--- src/rtl/tty_pkg.sv ---
// Shared constants and types for the TTY RAM arbiter: bus widths, master ids
// and the read-return tag carried alongside each RAM command.
package tty_pkg;

    localparam int TTY_AW = 16;
    localparam int TTY_DW = 8;

    typedef enum logic {
        MST_DISP = 1'b0,
        MST_HOST = 1'b1
    } mst_e;

    typedef struct packed {
        logic vld;
        mst_e mst;
    } tag_t;

    localparam tag_t TAG_IDLE = '{vld: 1'b0, mst: MST_DISP};

endpackage

--- src/rtl/tty_rd_tag_pipe.sv ---
// RD_LAT-deep shift register of read tags; the output stage lines up with the
// cycle in which the RAM presents readdata for the tagged command.
module tty_rd_tag_pipe
    import tty_pkg::*;
#(
    parameter int RD_LAT = 1
) (
    input  logic clk,
    input  logic rst_n,
    input  tag_t tag_in,
    output tag_t tag_out
);

    tag_t stage_r [RD_LAT];

    // Advance tags one stage per cycle; reset drops every read in flight
    always_ff @(posedge clk or negedge rst_n) begin
        if (!rst_n) begin
            for (int i = 0; i < RD_LAT; i++) begin
                stage_r[i] <= TAG_IDLE;
            end
        end else begin
            stage_r[0] <= tag_in;
            for (int i = 1; i < RD_LAT; i++) begin
                stage_r[i] <= stage_r[i-1];
            end
        end
    end

    assign tag_out = stage_r[RD_LAT-1];

endmodule

--- src/rtl/tty_ram_arbiter.sv ---
// Two-master arbiter for the exported TTY text RAM port. M0 (display scanout)
// reads only; M1 (host/cursor) reads and writes. Define TTY_ARB_RR_EN to
// replace fixed priority with starvation limit by two-way round-robin.
module tty_ram_arbiter
    import tty_pkg::*;
#(
    parameter int AW         = TTY_AW,
    parameter int DW         = TTY_DW,
    parameter int RD_LAT     = 1,
    parameter int STARVE_MAX = 15
) (
    input  logic          clk_clk,
    input  logic          reset_reset_n,
    input  logic          m0_req,
    input  logic [AW-1:0] m0_addr,
    output logic          m0_gnt,
    output logic          m0_rvalid,
    output logic [DW-1:0] m0_rdata,
    input  logic          m1_req,
    input  logic          m1_write,
    input  logic [AW-1:0] m1_addr,
    input  logic [DW-1:0] m1_wdata,
    output logic          m1_gnt,
    output logic          m1_rvalid,
    output logic [DW-1:0] m1_rdata,
    output logic [AW-1:0] ram_address,
    output logic          ram_chipselect,
    output logic          ram_clken,
    output logic          ram_write,
    output logic [DW-1:0] ram_writedata,
    input  logic [DW-1:0] ram_readdata
);

    logic          active_r;
    logic          m0_gnt_s;
    logic          m1_gnt_s;
    logic [AW-1:0] ram_address_r;
    logic          ram_chipselect_r;
    logic          ram_write_r;
    logic [DW-1:0] ram_writedata_r;
    mst_e          issue_mst_r;
    tag_t          issue_tag_s;
    tag_t          ret_tag_s;
    logic          m0_ret_s;
    logic          m1_ret_s;
    logic [DW-1:0] m0_rdata_r;
    logic [DW-1:0] m1_rdata_r;

    // Goes high one clock after reset release; also gates grants during reset
    always_ff @(posedge clk_clk or negedge reset_reset_n) begin
        if (!reset_reset_n) begin
            active_r <= 1'b0;
        end else begin
            active_r <= 1'b1;
        end
    end

`ifdef TTY_ARB_RR_EN
    mst_e last_gnt_r;

    // Round-robin grant: on contention the master not served last wins
    always_comb begin
        m0_gnt_s = 1'b0;
        m1_gnt_s = 1'b0;
        if (active_r) begin
            if (m0_req && m1_req) begin
                if (last_gnt_r == MST_HOST) begin
                    m0_gnt_s = 1'b1;
                end else begin
                    m1_gnt_s = 1'b1;
                end
            end else begin
                m0_gnt_s = m0_req;
                m1_gnt_s = m1_req;
            end
        end else begin
            m0_gnt_s = 1'b0;
            m1_gnt_s = 1'b0;
        end
    end

    // Track the most recent winner; starts at M1 so M0 wins the first tie
    always_ff @(posedge clk_clk or negedge reset_reset_n) begin
        if (!reset_reset_n) begin
            last_gnt_r <= MST_HOST;
        end else if (m0_gnt_s) begin
            last_gnt_r <= MST_DISP;
        end else if (m1_gnt_s) begin
            last_gnt_r <= MST_HOST;
        end else begin
            last_gnt_r <= last_gnt_r;
        end
    end
`else
    localparam logic [7:0] STARVE_LIM = 8'(STARVE_MAX);

    logic [7:0] starve_cnt_r;
    logic       m1_force_s;

    assign m1_force_s = m1_req && (starve_cnt_r == STARVE_LIM);

    // Fixed priority to M0 unless M1 has waited out STARVE_MAX M0 grants
    always_comb begin
        m0_gnt_s = 1'b0;
        m1_gnt_s = 1'b0;
        if (active_r) begin
            m1_gnt_s = m1_req && (!m0_req || m1_force_s);
            m0_gnt_s = m0_req && !m1_gnt_s;
        end else begin
            m0_gnt_s = 1'b0;
            m1_gnt_s = 1'b0;
        end
    end

    // Count M0 grants taken while M1 is waiting
    always_ff @(posedge clk_clk or negedge reset_reset_n) begin
        if (!reset_reset_n) begin
            starve_cnt_r <= 8'd0;
        end else if (!m1_req || m1_gnt_s) begin
            starve_cnt_r <= 8'd0;
        end else if (m0_gnt_s) begin
            starve_cnt_r <= starve_cnt_r + 8'd1;
        end else begin
            starve_cnt_r <= starve_cnt_r;
        end
    end
`endif

    // Register the accepted command; address and data hold when idle
    always_ff @(posedge clk_clk or negedge reset_reset_n) begin
        if (!reset_reset_n) begin
            ram_address_r    <= '0;
            ram_chipselect_r <= 1'b0;
            ram_write_r      <= 1'b0;
            ram_writedata_r  <= '0;
            issue_mst_r      <= MST_DISP;
        end else begin
            ram_chipselect_r <= m0_gnt_s | m1_gnt_s;
            if (m1_gnt_s) begin
                ram_address_r   <= m1_addr;
                ram_write_r     <= m1_write;
                ram_writedata_r <= m1_wdata;
                issue_mst_r     <= MST_HOST;
            end else if (m0_gnt_s) begin
                ram_address_r <= m0_addr;
                ram_write_r   <= 1'b0;
                issue_mst_r   <= MST_DISP;
            end else begin
                ram_write_r <= 1'b0;
            end
        end
    end

    assign issue_tag_s = '{vld: ram_chipselect_r & ~ram_write_r, mst: issue_mst_r};

    tty_rd_tag_pipe #(
        .RD_LAT (RD_LAT)
    ) u_tag_pipe (
        .clk     (clk_clk),
        .rst_n   (reset_reset_n),
        .tag_in  (issue_tag_s),
        .tag_out (ret_tag_s)
    );

    assign m0_ret_s = ret_tag_s.vld && (ret_tag_s.mst == MST_DISP);
    assign m1_ret_s = ret_tag_s.vld && (ret_tag_s.mst == MST_HOST);

    // Hold the last returned byte per master between rvalid pulses
    always_ff @(posedge clk_clk or negedge reset_reset_n) begin
        if (!reset_reset_n) begin
            m0_rdata_r <= '0;
            m1_rdata_r <= '0;
        end else begin
            if (m0_ret_s) begin
                m0_rdata_r <= ram_readdata;
            end else begin
                m0_rdata_r <= m0_rdata_r;
            end
            if (m1_ret_s) begin
                m1_rdata_r <= ram_readdata;
            end else begin
                m1_rdata_r <= m1_rdata_r;
            end
        end
    end

    assign m0_gnt         = m0_gnt_s;
    assign m1_gnt         = m1_gnt_s;
    assign m0_rvalid      = m0_ret_s;
    assign m1_rvalid      = m1_ret_s;
    assign m0_rdata       = m0_ret_s ? ram_readdata : m0_rdata_r;
    assign m1_rdata       = m1_ret_s ? ram_readdata : m1_rdata_r;
    assign ram_address    = ram_address_r;
    assign ram_chipselect = ram_chipselect_r;
    assign ram_clken      = active_r;
    assign ram_write      = ram_write_r;
    assign ram_writedata  = ram_writedata_r;

endmodule

--- config.mk ---
export PLATFORM = sky130hd
export DESIGN_NAME = tty_ram_arbiter
export DESIGN_NICKNAME = d
export VERILOG_FILES = /design/src/rtl/tty_pkg.sv /design/src/rtl/tty_rd_tag_pipe.sv /design/src/rtl/tty_ram_arbiter.sv
export SDC_FILE = /design/constraint.sdc
export NUM_CORES = 1
export LEC_CHECK = 0
export ABC_AREA = 0
export BUFFER_PORTS_ARGS = -buffer_cell sky130_fd_sc_hd__buf_2
export CORE_ASPECT_RATIO = 1.2
export CORE_MARGIN = 2
export CORE_UTILIZATION = 43
export DETAILED_ROUTE_END_ITERATION = 8
export MAX_ROUTING_LAYER = met4
export PLACE_DENSITY = 0.75
export SETUP_SLACK_MARGIN = 0.05
export SLEW_MARGIN = 5
export SYNTH_ARGS = -nofsm -noshare
export SYNTH_HDL_FRONTEND = slang
export SYNTH_SLANG_ARGS = --single-unit
--- constraint.sdc ---
create_clock -name clk_clk -period 1.85 [get_ports clk_clk]
set_input_delay 0.0925 -clock clk_clk [delete_from_list [all_inputs] [get_ports clk_clk]]
set_output_delay 0.0925 -clock clk_clk [all_outputs]
set_load 0.02 [all_outputs]
# [After elaboration in Yosys (flattened, before gate mapping)]
# Index checks and enable logic that the tools add are counted.
# W data, S select, Z words.
[word_totals] regBits=54 wordCells=40
[classes] add_sub_neg=1 eq_ne=1 mux=11 n_bitwise=4 n_reduce_logical=12
[ops] cell="$mux W16" n=2
[ops] cell="$mux W8" n=4
[ops] cell="$add A8 B1 Y8 const B" n=1
[ops] cell="$eq A8 B4 Y1 const B" n=1
[ops] cell="$logic_and A1 B1 Y1" n=5
[ops] cell="$mux W1" n=5
[ops] cell="$reduce_bool A2 Y1" n=2
[ops] cell="$logic_not A1 Y1" n=3
[ops] cell="$logic_or A1 B1 Y1" n=2
[ops] cell="$not A1 Y1" n=2
[ops] cell="$and A1 B1 Y1" n=1
[ops] cell="$or A1 B1 Y1" n=1

# [Depth between registers and ports, before layout]
# Gate-level depths: netlist (run 1).
[depth] depth_word=9 ltp_mapped=6 ltp_nobuf=5

# [By module]
# Synthesis (run 1) repeated with hierarchy kept, for this count alone.
[hier_totals] hier_cells=213 area_unflattened_um2=2343.5
[modules_own_cells] module="tty_ram_arbiter" n_inst=1 cells_each=211 area_per_inst_um2=2293.4
[modules_own_cells] module="tty_rd_tag_pipe" n_inst=1 cells_each=2 area_per_inst_um2=50.0

# [Least setup slack after synthesis (run 1)]
# No wires, ideal clock.
[synth_path] path_kind="flip-flop to flip-flop" from="register starve_cnt_r[4]" to="register ram_writedata_r[0], in the netlist ram_writedata[0]" setup_ns=0.125 t_arrival_ns=1.621 t_required_ns=1.725 path_slack_ns=0.104 stages_incl_launch_ff=5 path_buffers=0 cell_sequence="dfrtp_1 or4_4 o21ai_4 nand2_4 mux2_4"
[synth_between] elab_chain_len=5
[synth_rtl] element="start, declared" line="tty_ram_arbiter.sv:97" text="logic [7:0] starve_cnt_r;"
[synth_rtl] element="start signal, assigned" line="tty_ram_arbiter.sv:122" text="starve_cnt_r <= starve_cnt_r + 8'd1;"
[synth_rtl] element="start signal, assigned" line="tty_ram_arbiter.sv:124" text="starve_cnt_r <= starve_cnt_r;"
[synth_rtl] element="$eq A8 B4 Y1" line="tty_ram_arbiter.sv:100" text="assign m1_force_s = m1_req && (starve_cnt_r == STARVE_LIM);"
[synth_rtl] element="$logic_and A1 B1 Y1" line="tty_ram_arbiter.sv:100"
[synth_rtl] element="$logic_or A1 B1 Y1" line="tty_ram_arbiter.sv:107" text="m1_gnt_s = m1_req && (!m0_req || m1_force_s);"
[synth_rtl] element="$logic_and A1 B1 Y1" line="tty_ram_arbiter.sv:107"
[synth_rtl] element="$mux W1" line="tty_ram_arbiter.sv:106" text="if (active_r) begin"
[synth_rtl] element="end signal, assigned" line="tty_ram_arbiter.sv:142" text="ram_writedata_r <= m1_wdata;"
[synth_rtl] element="end, declared" line="tty_ram_arbiter.sv:40" text="logic [DW-1:0] ram_writedata_r;"
# No other way between the ends.
# A chain may end at the register's enable or synchronous reset.

# [Final worst setup path (run 1)]
[layout_path] from="register starve_cnt_r[6]" to="output port m0_gnt"
[layout_between] elab_chain_len=7
[layout_rtl] element="$eq A8 B4 Y1" line="tty_ram_arbiter.sv:100"
[layout_rtl] element="$logic_and A1 B1 Y1" line="tty_ram_arbiter.sv:100"
[layout_rtl] element="$logic_or A1 B1 Y1" line="tty_ram_arbiter.sv:107"
[layout_rtl] element="$logic_and A1 B1 Y1" line="tty_ram_arbiter.sv:107"
[layout_rtl] element="$logic_not A1 Y1" line="tty_ram_arbiter.sv:108" text="m0_gnt_s = m0_req && !m1_gnt_s;"
[layout_rtl] element="$logic_and A1 B1 Y1" line="tty_ram_arbiter.sv:108"
[layout_rtl] element="$mux W1" line="tty_ram_arbiter.sv:106"
[layout_rtl] element="end, declared" line="tty_ram_arbiter.sv:16" text="output logic m0_gnt,"
# No other way between the ends.

==> results of run 1 <==
==> power groups by stage <==
stage / clock network [mW] / logic (mW) / registers (mW)
floorplan: 0 / 0.411 / 1.55
global placement: 0 / 0.813 / 1.45
finish: 0.799 / 0.830 / 1.43
CTS: 0.821 / 0.834 / 1.43
global route: 0.865 / 0.903 / 1.45
detailed placement: 0 / 0.831 / 1.46
==> registers in the layout, indices dropped and copies added, names as in the netlist <==
register and cells:
starve_cnt_r 8, ram_writedata 8, m0_rdata_r 8, u_tag_pipe.tag_out 2, issue_mst_r 1, ram_clken 1, m1_rdata_r 8, ram_address 16
ram_write 1, ram_chipselect 1
==> cell families after synthesis <==
logic type	count (synthesis)	synth area share (%)
and+or+nand+nor	49	10.5
AOI/OAI and AO/OA	66	16.0
buffers and inverters	17	2.94
adders and majority gates	1	0.534
xor gates and xnor gates	1	0.374
DFF	54	57.7
other	1	0.160
muxes	24	11.9
==> metal layers <==
layer	track usage (%)	wire length, um
met5	-	0
met4	6.35	65
met3	3.09	306
met2	34.1	3120
met1	23.7	2340
==> critical path, stage by stage (launching register included) <==
cell and delay, ps:
dfrtp_1 390, or4_4 560, nor2_1 200, a21oi_1 90, buf_2 160
==> worst paths after layout <==
kind,cells after the start,slack [ps],startpoint,to
setup reg to reg,5,60,starve_cnt_r[6],ram_writedata[0]
hold / removal,2,10,m1_wdata[3],ram_writedata[3]
max in group asynchronous,3,910,reset_reset_n,issue_mst_r
min in group asynchronous,2,310,reset_reset_n,m1_rdata_r[1]
setup / recovery,4,60,starve_cnt_r[6],m0_gnt
hold reg to reg,0,380,issue_mst_r,u_tag_pipe.tag_out[0]
==> cell usage after synthesis <==
cell type	count	area, um^2
dfrtp_1	54	1350
a21oi_1	22	110
mux2_2	22	248
o21ai_0	21	105
nor2_1	18	67.6
a31oi_1	16	100
clkbuf_1	8	30.0
nand2_1	8	30.0
inv_1	6	22.5
nand3_1	6	30.0
nor2b_1	4	25.0
and3_1	3	18.8
mux2_4	2	30.0
or3_1	2	12.5
a21o_1	1	7.51
a22o_1	1	8.76
and2_1	1	6.26
buf_2	1	5.00
buf_4	1	7.51
clkinv_1	1	3.75
conb_1	1	3.75
ha_1	1	12.5
nand2_4	1	11.3
nand2b_1	1	6.26
nor3_1	1	5.00
nor3b_1	1	7.51
nor4_1	1	6.26
o211ai_1	1	7.51
o21a_1	1	7.51
o21ai_1	1	5.00
o21ai_4	1	16.3
o31ai_1	1	7.51
or4_1	1	7.51
or4_4	1	11.3
xor2_1	1	8.76
==> layout make-up <==
cell class,count,area (um^2)
clock buffer,5,68.8
fill,442,2110
clock inverter,3,47.5
tap,62,77.6
timing repair buffer,114,623
multi-input combinational,142,952
inverter,7,26.3
sequential,54,1350
==> through the flow <==
stage | util, % | hold WS [ps]
after global routing | 59.8 | 2.40
final | 59.8 | 9.72
after detailed placement | 55.9 | 134
after global placement | 55.9 | 129
after CTS | 58.6 | 2.44
after floorplan | - | -203
==> what timing repair did <==
action,CTS,global route
endpoints found under the hold margin,25,1
buffers inserted,2,2
setup endpoints to repair,2,28
gates resized for setup,0,10
pin swaps,0,2
hold buffers,1,1
==> results.ini, run 1 <==
[power]
comb_power_share_pct=27.1
p_int_mw=2.10
p_clk_share_pct=26.1
p_leak_nw=1.54
power_switching_mw=0.956
finalPower_mw=3.06
switching_share_pct=31.2
ir_drop_v=0.000569
seqPwrFrac_pct=46.8
power_density_nw_per_um2=972

[logic_synthesis]
syn_avg_cell_area_um2=11.0
ys_warn_count=0
syn_nets=267
synthCells=213
syn_area_um2=2340
synth-seq-cells=54
synth_seq_area_share_pct=57.7
yosysUniqueCellTypes=35

[global_route]
grt_pass1_wl_um=9300
grt_max_degree=28
grt_pass1_vias=2008
antenna_found_initial=0
grt_overflow=0
track_usage_pct=19.8

[sta]
setup_slack_ps=55.1
setup_viol=0
fin_worst_skew_ps=12.5
maxSlewViolCount=0
tns_ps=0
worst_slew_pin_slew_ps=577
period_share_pct=97.0
fmax_mhz=557
relSlewSlack_pct=61.6
rsz0062_at_grt=yes
fin_crit_ps=1790
hold_viol=0

[floorplan]
die_w_um=71.4
rows=29
die_height_um=84.9
ios=100
core_area_um2=5260
dieArea_um2=6060
initial_core_util_pct=44.5

[run]
maxCapViolCount=0

[route]
firstDrtPassIters=4
first_iter_violations=104
detail_route.vias_per_cell=5.32
ant_nets=0
vias=2060
remaining_drc_errors=0
wirelength_um=5830
wl_per_cell_um=15.1

[setup_path]
cp.required_ps=1760
arrival_ps=1700
crit_type=flop to output pin
cp-start-kind=flop
worstPathMaxFanout=2
worstSetupEndpointType=output pin

[min_path]
hp-class=primary input to flop

[layout]
final_area_um2=3150
layout.cells.non_filler=387
syn_to_final_growth_pct=34.3
layout_commonest_cell=buf_2
n_antenna_cell=0
fin_nets=378
drive_gt1_share_pct=46.8
layout_common_cells=buf_2, dfrtp_1, mux2_2, a21oi_1, o21ai_0

[outcome]
outcome=completed

[clocking]
cts.sinks=54
cts_buffer_depth=2
clk_pin_slew_ps=100
cts_tree=built
numCtsBuffers=5
root_buffer=clkbuf_8
h-tree-depth=2
clk_latency_ps=300

[placed_design]
place.gp.congestion=0.834
place_area_um2=2940
dpl.cell_count=373
hpwl_um=4190
place_ws_ps=108
portBuffers=99

No activity file was read; power rests on OpenSTA's default activity.
==> run 2: changes to the inputs <==
Settings changed: CORE_MARGIN 2 to default, SKIP_CTS_REPAIR_TIMING from default to 1.
==> run 2 against run 1 <==
  * The run now ends with negative setup slack left
  * Sequential power is essentially flat
  * Count of clock-buffer cells in the layout grew 1
  * Global-route usage is essentially flat
  * Clock power shrank 20%
  * Die area shrank 5.1%
  * Core utilization shrank 1.2 points
  * Setup slack lost 61 ps
  * First-iteration DRC count grew 47%
  * Fmax shrank 3.3%
  * Via count shrank 2.4%
==> results.ini, run 2 (synthesized netlist as in run 1, its figures left out) <==
[placed_design]
hpwl_um=3850
portBuffers=99
place.gp.congestion=0.813
place_area_um2=2950
place_ws_ps=104

[floorplan]
rows=29
core_area_um2=5260
dieArea_um2=5750
initial_core_util_pct=44.5
ios=100
die_height_um=82.9
die_w_um=69.4

[sta]
relSlewSlack_pct=63.0
period_share_pct=100
fin_worst_skew_ps=6.83
worst_slew_pin_slew_ps=556
hold_viol=0
fmax_mhz=539
setup_viol=2
maxSlewViolCount=0
setup_slack_ps=-6.30
fin_crit_ps=1860
rsz0062_at_grt=yes

[clocking]
root_buffer=clkbuf_8
numCtsBuffers=5
clk_latency_ps=310
clk_pin_slew_ps=90
cts_tree=built
cts_buffer_depth=2
cts.sinks=54
h-tree-depth=2

[global_route]
antenna_found_initial=0
track_usage_pct=19.8
grt_pass1_vias=1909
grt_pass1_wl_um=8820
grt_overflow=0
grt_max_degree=32

[setup_path]
arrival_ps=2060
crit_type=flop to flop
worstSetupEndpointType=flop
worstPathMaxFanout=8
cp-start-kind=flop
reg2reg_depth=5
cp.required_ps=2050

[route]
first_iter_violations=153
firstDrtPassIters=6
vias=2011
remaining_drc_errors=0
detail_route.vias_per_cell=5.24
wirelength_um=5550
ant_nets=0
wl_per_cell_um=14.5

[power]
power_density_nw_per_um2=938
ir_drop_v=0.000379
finalPower_mw=2.89
p_leak_nw=1.51

[layout]
drive_gt1_share_pct=45.7
fin_nets=375
n_antenna_cell=0
final_area_um2=3090
layout_common_cells=buf_2, dfrtp_1, mux2_2, a21oi_1, o21ai_0
syn_to_final_growth_pct=31.7
largest_reg_flops=16
layout_commonest_cell=buf_2
final_util_pct=58.6

[min_path]
holdPathStages=2
hp-class=primary input to flop

[run]
maxCapViolCount=0

[outcome]
failed_checks=negative setup slack
outcome=finished with violations

==> run 2: area by class of cell <==
class                           instances  area [um^2]
Clock buffer                            6         72.6
Clock inverter                          2         13.8
Fill cell                             471         2180
Inverter                                7         26.3
Multi-Input combinational cell        142          935
Sequential cell                        54         1350
Tap cell                               62         77.6
Timing Repair Buffer                  111          609
==> run 2: metrics by stage <==
step | std cells | TNS [ps] | hold WS [ps]
2_1_floorplan | 213 | 0 | -203
3_3_place_gp | 372 | 0 | 120
3_5_place_dp | 372 | 0 | 112
4_1_cts | 380 | -59.4 | -230
5_1_grt | 384 | -219 | 2.10
6_report | 384 | -12.2 | 7.62
==> run 2: per-layer routing <==
metal	vias up	GRT usage, %	share of wire (%)
met5	-	-	0
met4	0	7.79	1.4
met3	7	4.61	4.1
met2	61	31.7	51
met1	971	24.3	43
li1	972	-	-
==> run 2: path summary, 6_finish.rpt <==
check / from / to / slack, ps
min: m1_wdata[4] / ram_writedata[4] / 8
min reg2reg: issue_mst_r / u_tag_pipe.tag_out[0] / 410
max in group asynchronous: reset_reset_n / ram_address[3] / 990
max reg2reg: starve_cnt_r[5] / ram_writedata[1] / -6
max: starve_cnt_r[5] / ram_writedata[1] / -6
min in group asynchronous: reset_reset_n / m1_rdata_r[2] / 310
==> run 2: worst max-delay path, stage by stage, from the launching register on <==
cell and delay [ps]:
dfrtp_1 400, or4_4 580, o21ai_4 200, nand2_4 80, buf_4 180, mux2_4 300
==> run 2: power by group <==
group / total [mW] / switching (mW) / internal (mW)
logic: 0.827 / 0.496 / 0.331
clock network: 0.641 / 0.374 / 0.268
registers: 1.43 / 0.0657 / 1.36
total: 2.89 / 0.935 / 1.96
